### src/rtl/fibo_sequencer.sv
// Sweeps an index range through the fibonacci calculator, one request per index,
// and queues each {index, result} pair in a first-word-fall-through result FIFO.
module fibo_sequencer #(
    parameter int IDX_W   = 5,
    parameter int DATA_W  = 16,
    parameter int DEPTH   = 8,
    parameter int TIMEOUT = 64
) (
    input  logic              clk,
    input  logic              reset_n,
    input  logic              start,
    input  logic [IDX_W-1:0]  first_idx,
    input  logic [IDX_W-1:0]  last_idx,
    output logic              busy,
    output logic              seq_done,
    output logic              error,
    output logic              begin_fibo,
    output logic [IDX_W-1:0]  input_s,
    input  logic [DATA_W-1:0] fibo_out,
    input  logic              done,
    output logic              res_valid,
    input  logic              res_ready,
    output logic [IDX_W-1:0]  res_idx,
    output logic [DATA_W-1:0] res_data
);

    localparam int PW = (DEPTH > 1) ? $clog2(DEPTH) : 1;
    localparam int CW = PW + 1;
    localparam int TW = (TIMEOUT > 1) ? $clog2(TIMEOUT) : 1;

    localparam logic [1:0] S_IDLE  = 2'd0;
    localparam logic [1:0] S_ISSUE = 2'd1;
    localparam logic [1:0] S_WAIT  = 2'd2;

    logic [1:0]        state_q, state_d;
    logic [IDX_W-1:0]  cur_q, cur_d;
    logic [IDX_W-1:0]  last_q, last_d;
    logic [TW-1:0]     timer_q, timer_d;
    logic              busy_q, busy_d;
    logic              seq_done_q, seq_done_d;
    logic              error_q, error_d;
    logic              begin_fibo_q, begin_fibo_d;
    logic [IDX_W-1:0]  input_s_q, input_s_d;

    logic [IDX_W-1:0]  idx_mem_q  [DEPTH];
    logic [DATA_W-1:0] data_mem_q [DEPTH];
    logic [PW-1:0]     wr_ptr_q, wr_ptr_d;
    logic [PW-1:0]     rd_ptr_q, rd_ptr_d;
    logic [CW-1:0]     count_q, count_d;

    logic              fifo_full;
    logic              push;
    logic              pop;

    assign fifo_full = (count_q == CW'(DEPTH));
    assign res_valid = (count_q != '0);
    assign pop       = res_valid & res_ready;
    assign res_idx   = res_valid ? idx_mem_q[rd_ptr_q]  : '0;
    assign res_data  = res_valid ? data_mem_q[rd_ptr_q] : '0;

    assign busy       = busy_q;
    assign seq_done   = seq_done_q;
    assign error      = error_q;
    assign begin_fibo = begin_fibo_q;
    assign input_s    = input_s_q;

    // A FIFO slot is reserved before each request goes out, so the later push can never overflow.
    always_comb begin
        state_d      = state_q;
        cur_d        = cur_q;
        last_d       = last_q;
        timer_d      = timer_q;
        error_d      = error_q;
        input_s_d    = input_s_q;
        seq_done_d   = 1'b0;
        begin_fibo_d = 1'b0;
        push         = 1'b0;
        case (state_q)
            S_IDLE: begin
                if (start) begin
                    error_d = 1'b0;
                    if (first_idx <= last_idx) begin
                        cur_d   = first_idx;
                        last_d  = last_idx;
                        state_d = S_ISSUE;
                    end else begin
                        seq_done_d = 1'b1;
                    end
                end
            end
            S_ISSUE: begin
                if (!fifo_full) begin
                    begin_fibo_d = 1'b1;
                    input_s_d    = cur_q;
                    timer_d      = '0;
                    state_d      = S_WAIT;
                end
            end
            S_WAIT: begin
                if (done) begin
                    push = 1'b1;
                    if (cur_q == last_q) begin
                        seq_done_d = 1'b1;
                        state_d    = S_IDLE;
                    end else begin
                        cur_d   = cur_q + 1'b1;
                        state_d = S_ISSUE;
                    end
                end else if (timer_q == TW'(TIMEOUT - 1)) begin
                    error_d    = 1'b1;
                    seq_done_d = 1'b1;
                    state_d    = S_IDLE;
                end else begin
                    timer_d = timer_q + 1'b1;
                end
            end
            default: state_d = S_IDLE;
        endcase
        busy_d = (state_d != S_IDLE);
    end

    always_comb begin
        wr_ptr_d = wr_ptr_q;
        rd_ptr_d = rd_ptr_q;
        count_d  = count_q;
        if (push) begin
            wr_ptr_d = wr_ptr_q + 1'b1;
        end
        if (pop) begin
            rd_ptr_d = rd_ptr_q + 1'b1;
        end
        if (push && !pop) begin
            count_d = count_q + CW'(1);
        end else if (pop && !push) begin
            count_d = count_q - CW'(1);
        end
    end

    always_ff @(posedge clk) begin
        if (!reset_n) begin
            state_q      <= S_IDLE;
            cur_q        <= '0;
            last_q       <= '0;
            timer_q      <= '0;
            busy_q       <= 1'b0;
            seq_done_q   <= 1'b0;
            error_q      <= 1'b0;
            begin_fibo_q <= 1'b0;
            input_s_q    <= '0;
            wr_ptr_q     <= '0;
            rd_ptr_q     <= '0;
            count_q      <= '0;
        end else begin
            state_q      <= state_d;
            cur_q        <= cur_d;
            last_q       <= last_d;
            timer_q      <= timer_d;
            busy_q       <= busy_d;
            seq_done_q   <= seq_done_d;
            error_q      <= error_d;
            begin_fibo_q <= begin_fibo_d;
            input_s_q    <= input_s_d;
            wr_ptr_q     <= wr_ptr_d;
            rd_ptr_q     <= rd_ptr_d;
            count_q      <= count_d;
        end
    end

    // Storage needs no reset: entries are only visible while the occupancy count says so.
    always_ff @(posedge clk) begin
        if (push) begin
            idx_mem_q[wr_ptr_q]  <= cur_q;
            data_mem_q[wr_ptr_q] <= fibo_out;
        end
    end

endmodule

### config.mk
export PLATFORM = sky130hd
export DESIGN_NAME = fibo_sequencer
export DESIGN_NICKNAME = d
export VERILOG_FILES = /design/src/rtl/fibo_sequencer.sv
export SDC_FILE = /design/constraint.sdc
export NUM_CORES = 1
export LEC_CHECK = 0
export BUFFER_PORTS_ARGS = -buffer_cell sky130_fd_sc_hd__buf_2
export CAP_MARGIN = 0
export CELL_PAD_IN_SITES_DETAIL_PLACEMENT = 1
export CELL_PAD_IN_SITES_GLOBAL_PLACEMENT = 1
export CORE_UTILIZATION = 45
export CTS_CLUSTER_SIZE = 12
export DETAILED_ROUTE_END_ITERATION = 7
export GPL_TIMING_DRIVEN = 1
export PLACE_DENSITY = 0.8
export SLEW_MARGIN = 25
export SYNTH_ARGS = -nofsm -noshare
export SYNTH_HDL_FRONTEND = slang
export SYNTH_SLANG_ARGS = --single-unit
### constraint.sdc
create_clock -name clk -period 5.4 [get_ports clk]
set_clock_uncertainty 0.2 [all_clocks]
set_input_delay 1.08 -clock clk [delete_from_list [all_inputs] [get_ports clk]]
set_output_delay 1.08 -clock clk [all_outputs]
set_load 0.03 [all_outputs]
==> flow_summary.json <==
{
  "status": "complete, but fails checks",
  "failed_checks": "DRC",
  "cts_resized": 0,
  "drv_cap": 0,
  "p_sw_share_pct": 29.4,
  "nets": 624,
  "cellLeakagePower_nw": 3.35,
  "postSynthAreaPerCell_sq_um": 16.7,
  "antenna_found_initial": 0,
  "path_clk_slew_ps": 60,
  "seq_area_frac_synth_pct": 69.0,
  "clkPwrFrac_pct": 33.3,
  "min_path_type": "flop to flop",
  "crit_slowest_cell": "dfxtp_2",
  "syn_area_sq_mm": 0.00847,
  "cts.sinks": 208,
  "place_area_sq_mm": 0.00907,
  "layout-drive-gt1-share_pct": 27.9,
  "start_util_pct": 46.5,
  "critical_path.cell_chain": "buf_4 -> mux4_2 -> mux2i_1 -> nor2_1 -> buf_2",
  "htreeDepth": 1,
  "crit_family": "buffers and inverters",
  "gp_congestion": 0.747,
  "synth_nets": 552,
  "post-cts-setup-buffers": 0,
  "endpoint_kind": "primary output",
  "vdd_drop_max_v": 0.000181,
  "cts_buffers": 22,
  "yosys.cell_types.count": 51,
  "area_growth_pct": 15.4,
  "critPathKind": "flop to primary output",
  "async_flop_share_pct": 0,
  "yosysTopAreaCell": "edfxtp_1",
  "wl_per_cell_microns": 22.1,
  "grt_pass1_wl_mm": 28.6,
  "pwr-share-comb_pct": 22.5,
  "final_util_pct": 53.7,
  "dr.first_iter.drc_count": 273,
  "mostFrequentLayoutCells": "edfxtp_1, buf_2, nor2_1",
  "fin_tns_setup_ps": 0,
  "grt-ovfl-total": 0,
  "holdWs_ps": 300,
  "dp.final_hpwl_mm": 11.2,
  "drc_errors": 5,
  "hold_viol": 0,
  "yosys-top-cells-area": "edfxtp_1, mux4_2, dfxtp_1",
  "insertion_delay_ps": 490,
  "pwr-share-seq_pct": 44.2,
  "yosysWarnings": 0,
  "cts_tree": "yes",
  "fin_crit_ps": 4040,
  "slowest_delay_ps": 610,
  "die_w_microns": 139,
  "ys_seq_elements": 208,
  "cp-start-kind": "flop",
  "pin_count": 62,
  "synth_top_area_share_pct": 59.6,
  "wirelength_mm": 18.2,
  "critPathBufInv": 2,
  "slew_headroom_pct": 40.3,
  "grt_usage_pct": 19.2,
  "drtPass1Iterations": 8,
  "required_ps": 4120,
  "die_h_microns": 139,
  "setup_violations": 0,
  "root_buffer": "clkbuf_16",
  "crit_fanout": 30,
  "coreArea_sq_mm": 0.0182,
  "postSynthCellCount": 508,
  "period_share_pct": 74.8,
  "diodes": 0,
  "mostFrequentLayoutCell": "edfxtp_1",
  "grt_max_degree": 43,
  "switchingPower_w": 0.00126,
  "avgViaCountPerCell": 5.59,
  "dr_total_vias": 4613,
  "p_total_w": 0.00429,
  "grt_pass1_vias": 5089,
  "fp-row-count": 49,
  "synth-edff-count": 168,
  "arrival_ps": 2760,
  "final_max_slew_viol_count": 0,
  "p_per_area_mw_per_mm2": 439,
  "hold_buffers": 0,
  "drtAntennaViolNets": 0,
  "clock_path_buffers": 3,
  "fmaxAchievable_mhz": 248,
  "internal_power_w": 0.00303,
  "io_buffers": 61,
  "rsz0062_at_grt": "no",
  "tightest_slew_ps": 890,
  "die-area_sq_mm": 0.0194,
  "design_area_sq_mm": 0.00977,
  "synthFlopType": "edfxtp_1"
}
## synth_stat cells (all sizes together) (11+ instances only)
cell    instances
nand2          24
buf            11
edfxtp        168
dfxtp          40
clkbuf         13
nor3           11
nand3          11
mux4           42
mux2i          33
ha             12
inv            12
nor2           58
a21oi          13
xnor2          12
## sequential cells by signal, indices dropped and copies added (netlist names), named ones only
| name | flops |
|---|---|
| data_mem_q | 128 |
| idx_mem_q | 40 |
| timer_q | 6 |
| cur_q | 5 |
| input_s | 5 |
| last_q | 5 |
| count_q | 4 |
| rd_ptr_q | 3 |
| wr_ptr_q | 3 |
| state_q | 2 |
| begin_fibo | 1 |
| busy | 1 |
| error | 1 |
| seq_done | 1 |
## kinds of logic after synthesis
| group | Yosys count | share of synthesized area (%) |
|---|---|---|
| DFF | 208 | 69.0 |
| and+or+nand+nor | 121 | 6.56 |
| muxes | 75 | 15.1 |
| AOI/OAI and AO/OA | 39 | 3.75 |
| buffers and inverters | 36 | 1.91 |
| xor gates and xnor gates | 16 | 1.66 |
| adders and majority gates | 13 | 2.01 |
## metrics by stage
step / cells / setup slack [ps]
2_1_floorplan: 508 / 1560
3_3_place_gp: 785 / 1810
3_5_place_dp: 785 / 1770
4_1_cts: 825 / 1260
5_1_grt: 825 / 1130
6_report: 825 / 1360
## path summary, 6_finish.rpt
check | cells past startpoint | slack, ps | startpoint | endpoint
max | 5 | 1360 | flop | res_idx[4]
max reg2reg | 11 | 2190 | state_q[1] | count_q[3]
min reg2reg | 2 | 300 | input_s[1] | input_s[1]
min | 2 | 300 | input_s[1] | input_s[1]
## worst register-to-register path, delay by kind of cell, from the launching register on
family,cells,cell delay (ps)
adder cells (fa/ha/maj),2,500
buffers and inverters,2,300
AO/OA/AOI/OAI,3,490
XOR/XNOR,1,110
flip-flops,1,420
AND/OR/NAND/NOR,3,1100
## power by group through the flow
stage               Combinational, W  Sequential [W]  Clock (W)
global route                 0.00104         0.00191    0.00151
finish                      0.000965         0.00190    0.00143
detailed placement          0.000977         0.00193          0
CTS                         0.000980         0.00190    0.00146
floorplan                   0.000744         0.00188          0
global placement            0.000945         0.00193          0
## routing by layer
metal	vias to the layer above	global-route usage (%)	part of all wire, %
li1	2113	-	-
met2	130	34.2	51
met3	17	2.80	5.8
met5	-	0	0
met4	0	3.98	1.2
met1	2353	24.9	42
## cell type report
| class | count | area (sq um) |
|---|---|---|
| Fill cell | 1706 | 8440 |
| Clock buffer | 37 | 648 |
| Sequential cell | 208 | 5850 |
| Clock inverter | 3 | 40.0 |
| Multi-Input combinational cell | 264 | 2510 |
| Tap cell | 229 | 287 |
| Timing Repair Buffer | 72 | 388 |
| Inverter | 12 | 47.5 |
Note: power is estimated with default switching activity, not from simulation.
